<file path="config.mk">
export PLATFORM = sky130hd
export DESIGN_NAME = fp_lzc25
export DESIGN_NICKNAME = d
export VERILOG_FILES = /design/src/rtl/fp_lzc25.sv
export SDC_FILE = /design/constraint.sdc
export NUM_CORES = 1
export LEC_CHECK = 0
export CAP_MARGIN = 20
export CORE_AREA = 4 4 41 43
export DETAILED_ROUTE_END_ITERATION = 16
export DIE_AREA = 0 0 45 47
export PLACE_DENSITY = 0.64
export RECOVER_POWER = 25
export SYNTH_ARGS = -nofsm -noshare
export SYNTH_HDL_FRONTEND = slang
export SYNTH_SLANG_ARGS = --single-unit
</file>
<file path="constraint.sdc">
create_clock -name vclk -period 2.6
set_input_delay 0.39 -clock vclk [all_inputs]
set_output_delay 0.39 -clock vclk [all_outputs]
set_load 0.01 [all_outputs]
</file>
<file path="src/rtl/fp_lzc25.sv">
// Leading-zero counter for the 25-bit adder sum; an all-zero input reports 25.
// Latency: combinational. Backpressure: none.
module fp_lzc25 (
  input  logic [24:0] d,
  output logic [4:0]  cnt
);

  always_comb begin
    cnt = 5'd25;
    for (int i = 0; i < 25; i++) begin
      if (d[i]) cnt = 5'(24 - i);
    end
  end

endmodule

</file>
-- After elaboration in Yosys (flattened, before gate mapping)
Index checks and enable logic that the tools add are counted.
- input bits: 25
- bits in registers: 0
- bits in read-only memories: 0
- output and inout port bits: 5
- bits in latches: 0
- memories: 0
- bits in writable memories: 0
- word-level logic and storage cells: 25
- magnitude comparators: 0
- mux-type cells: 25
- multipliers: 0
- divide/modulo/power cells: 0
- shift-type cells: 0
- reductions and logical operators: 0
- $add $sub $neg: 0
- bitwise logic cells: 0
- eq/ne operators: 0
- operator list (cell ; count):
    2-to-1 mux 5 bit ; 24
    2-to-1 mux 1 bit ; 1

-- Depth between registers and ports, before layout
- word-level depth: 25
- depth in mapped cells: 4
- mapped depth without buffers: 4

-- Worst setup path before layout
OpenSTA, ideal clock, no wires.
- path type: input -> output
- from: input d[8]
- to: output cnt[2]
- required time: 2.210 ns
- arrival: 1.286 ns
- buffers on the path: 0
- slack: 0.924 ns
- stages on the path: 4
- path through: or4_1 o21ai_1 nand2_1 a21boi_2
- longest elaborated chain between the ends: 17
- ends and longest elaborated chain (element ; line ; text):
    start: declaration ; 4 ; input logic [24:0] d,
    2-to-1 mux 5 bit (17 in a row) ; 11 ; if (d[i]) cnt = 5'(24 - i);
    end: declaration ; 5 ; output logic [4:0] cnt
Every way passes these cells.

-- Final worst setup path
- from: input d[18]
- to: output cnt[4]
- longest elaborated chain between the ends: 7
- ends and longest elaborated chain (element ; line):
    2-to-1 mux 5 bit (7 in a row) ; 11
Every way passes these cells.

==> report_table.html <==
<table>
<tr><th>Metric</th><th>Value</th></tr>
<tr><th colspan="2">Drt</th></tr>
<tr><td>Avg WL per Cell</td><td>11.5 um</td></tr>
<tr><td>Detailed-route via count</td><td>526</td></tr>
<tr><td>Wire length after detailed routing</td><td>1210 um</td></tr>
<tr><td>Vias per cell</td><td>5.01</td></tr>
<tr><td>Number of nets still failing antenna checks after routing</td><td>0</td></tr>
<tr><td>Length of the first detailed-routing pass in iterations</td><td>4</td></tr>
<tr><td>Starting DRT DRC Count</td><td>7</td></tr>
<tr><td>Drt drc</td><td>0</td></tr>
<tr><th colspan="2">Floorplan</th></tr>
<tr><td>Row Count</td><td>13</td></tr>
<tr><td>Starting utilization of the core area</td><td>0.214</td></tr>
<tr><td>Core area</td><td>1300 sq um</td></tr>
<tr><td>I/O pin count</td><td>30</td></tr>
<tr><td>Die area</td><td>2120 sq um</td></tr>
<tr><td>Width of the chip</td><td>45 um</td></tr>
<tr><td>Chip Height</td><td>47 um</td></tr>
<tr><th colspan="2">Timing</th></tr>
<tr><td>Highest attainable clock frequency</td><td>401 MHz</td></tr>
<tr><td>Final worst path period need</td><td>2.49 ns</td></tr>
<tr><td>Final setup TNS</td><td>0 ns</td></tr>
<tr><td>Number of hold-slack violations in the final timing report</td><td>0</td></tr>
<tr><td>Setup violators final</td><td>0</td></tr>
<tr><td>Setup repair after global routing missed its margin</td><td>no</td></tr>
<tr><td>Slew @ Worst Pin</td><td>0.374 ns</td></tr>
<tr><td>Ratio of final minimum period to clock period</td><td>0.959</td></tr>
<tr><td>Fin worst setup slack</td><td>0.105 ns</td></tr>
<tr><td>Relative slew margins</td><td>0.749</td></tr>
<tr><td>Final-report max-slew violation count</td><td>0</td></tr>
<tr><th colspan="2">Global routing</th></tr>
<tr><td>Largest net degree at the start of global routing</td><td>6</td></tr>
<tr><td>Vias in the first global route</td><td>491</td></tr>
<tr><td>First-pass GRT wire length</td><td>1990 um</td></tr>
<tr><td>Initial antenna violation count</td><td>0</td></tr>
<tr><td>Gr ovfl total</td><td>0</td></tr>
<tr><td>GRT Overall Usage</td><td>0.117</td></tr>
<tr><th colspan="2">Final layout</th></tr>
<tr><td># diodes</td><td>0</td></tr>
<tr><td>FILL cells</td><td>137</td></tr>
<tr><td>Area occupied by multi-input gates</td><td>294 sq um</td></tr>
<tr><td>Finished layout cell area</td><td>717 sq um</td></tr>
<tr><td>Number of sequential cells</td><td>0</td></tr>
<tr><td>Synthesis-to-layout area growth</td><td>157%</td></tr>
<tr><td>Core utilization of the finished layout</td><td>0.551</td></tr>
<tr><td>Sequential Area</td><td>0 sq um</td></tr>
<tr><td># nets final</td><td>117</td></tr>
<tr><td>Ratio of cells with drive above 1 in the final layout</td><td>0.200</td></tr>
<tr><td>Total of clock buffers placed in the layout</td><td>0</td></tr>
<tr><th colspan="2">Power and ir drop</th></tr>
<tr><td>Final Total Pwr</td><td>92.9 uW</td></tr>
<tr><td>Clock share of power</td><td>0</td></tr>
<tr><td>Static Leakage</td><td>0.000299 uW</td></tr>
<tr><td>Switching part of the total power</td><td>0.383</td></tr>
<tr><td>Seq pwr share</td><td>0</td></tr>
<tr><td>Part of the total power dissipated in combinational logic</td><td>1.000</td></tr>
<tr><td>Power per unit of standard cell area</td><td>130 nW/um^2</td></tr>
<tr><td>Max rail drop VDD</td><td>0.0000528 V</td></tr>
<tr><td>Internal</td><td>57.3 uW</td></tr>
<tr><td>Switching power</td><td>35.6 uW</td></tr>
<tr><th colspan="2">Worst setup path</th></tr>
<tr><td>Data arrival, critical path</td><td>2.10 ns</td></tr>
<tr><td>Worst EP required</td><td>2.21 ns</td></tr>
<tr><td>Maximum fanout along the worst path</td><td>3</td></tr>
<tr><td>Worst setup path category</td><td>in2out</td></tr>
<tr><td>Sort of element at the start of the critical path</td><td>primary input</td></tr>
<tr><td>Crit. End Element</td><td>output pin</td></tr>
<tr><th colspan="2">Place</th></tr>
<tr><td>Area post-placement</td><td>681 sq um</td></tr>
<tr><td>Placer's final routability congestion estimate</td><td>0.788</td></tr>
<tr><td>Port buffer count</td><td>30</td></tr>
<tr><td>Pre-CTS setup slack</td><td>-0.0326 ns</td></tr>
<tr><td>Post-DP HPWL</td><td>1030 um</td></tr>
<tr><th colspan="2">Hold path</th></tr>
<tr><td>Worst hold path class</td><td>in2out</td></tr>
<tr><th colspan="2">Synth</th></tr>
<tr><td>Yosys top cell area share</td><td>0.179</td></tr>
<tr><td>Synthesized netlist net count</td><td>74</td></tr>
<tr><td>Synthesis Warnings</td><td>0</td></tr>
<tr><td>Per-instance average area after synthesis</td><td>5.69 sq um</td></tr>
<tr><td>Post-Synthesis Cell Area</td><td>279 sq um</td></tr>
<tr><td>Top area cells in the synthesized netlist</td><td>nor4_1 18%, nor2_1 16%, a21oi_1 9.0%</td></tr>
<tr><td>Synth unique cells</td><td>19</td></tr>
<tr><td>Sequential fraction of the synthesis area</td><td>0</td></tr>
<tr><td>Synth area leader</td><td>nor4_1</td></tr>
<tr><td>Number of instances in the synthesized netlist</td><td>49</td></tr>
<tr><th colspan="2">Run status</th></tr>
<tr><td>Status</td><td>completed</td></tr>
<tr><th colspan="2">Clock network</th></tr>
<tr><td>Hold buffers post-CTS</td><td>0</td></tr>
<tr><th colspan="2">Run</th></tr>
<tr><td>Number of violations of the max-capacitance limit</td><td>0</td></tr>
</table>
## cell usage after synthesis
library cell / number
nor2_1: 12
nor4_1: 8
a21oi_1: 5
inv_1: 5
nand2_1: 3
a31oi_1: 2
o21ai_0: 2
a2111oi_2: 1
a211oi_1: 1
a21boi_2: 1
nor2b_1: 1
o21ai_1: 1
o221ai_1: 1
o311ai_1: 1
o31a_1: 1
o31ai_1: 1
o32ai_1: 1
or3_4: 1
or4_1: 1
## worst max-delay path, stage by stage
cell,delay (ns)
clkdlybuf4s50_1,0.44
buf_4,0.15
nor4_2,0.26
buf_4,0.16
nand2_1,0.06
nor2_1,0.11
clkdlybuf4s50_1,0.54
## repair_timing
item | CTS | global route
setup endpoints to repair | 2 | 3
resized for setup | 2 | 7
setup buffers | 0 | 0
## layer usage
layer  track usage  wire [um]  vias to the layer above
met2         0.218        571                       23
met1         0.155        513                      226
met5             0          0                        -
met4             0          0                        0
met3        0.0115        127                        0
li1              -          -                      277
## stage by stage
| stage | std cells | hold WS, ns |
|---|---|---|
| after detailed placement | 105 | 1.87 |
| after floorplan | 49 | 0.833 |
| after CTS | 105 | 1.76 |
| after global placement | 105 | 1.86 |
| final | 105 | 1.57 |
| after global routing | 105 | 1.61 |
## cell usage in the layout (no fill, tap or decap), types with 3 or more instances in the layout
cell type | synthesis | final
a21oi_1 | 5 | 5
buf_4 | 0 | 11
clkdlybuf4s50_1 | 0 | 26
inv_1 | 5 | 5
nand2_1 | 3 | 3
nor2_1 | 12 | 12
nor4_1 | 8 | 4
nor4_2 | 0 | 3
## layout make-up
cell class                 count  area share
timing repair buffer          41       0.538
multi-input combinational     44       0.410
tap                           15      0.0262
inverter                       5      0.0262
## final timing paths
| kind | start | to | slack [ns] | cells after the start |
|---|---|---|---|---|
| setup / recovery | d[18] | cnt[4] | 0.11 | 7 |
| hold / removal | d[23] | cnt[1] | 1.57 | 3 |
## cell families (layout without fill, tap and decap cells)
logic type,Yosys count,count (layout),synth area share
buf+inv,5,46,0.0673
simple gates,26,26,0.471
compound gates,18,18,0.462
## power by group through the flow
| stage | registers [uW] | logic, uW | clock network [uW] |
|---|---|---|---|
| 5_1_grt | 0 | 101 | 0 |
| 6_report | 0 | 92.9 | 0 |
| 4_1_cts | 0 | 88.5 | 0 |
| 3_3_place_gp | 0 | 89.3 | 0 |
| 3_5_place_dp | 0 | 89.1 | 0 |
| 2_1_floorplan | 0 | 20.0 | 0 |
Note: power is estimated with default switching activity, not from simulation.
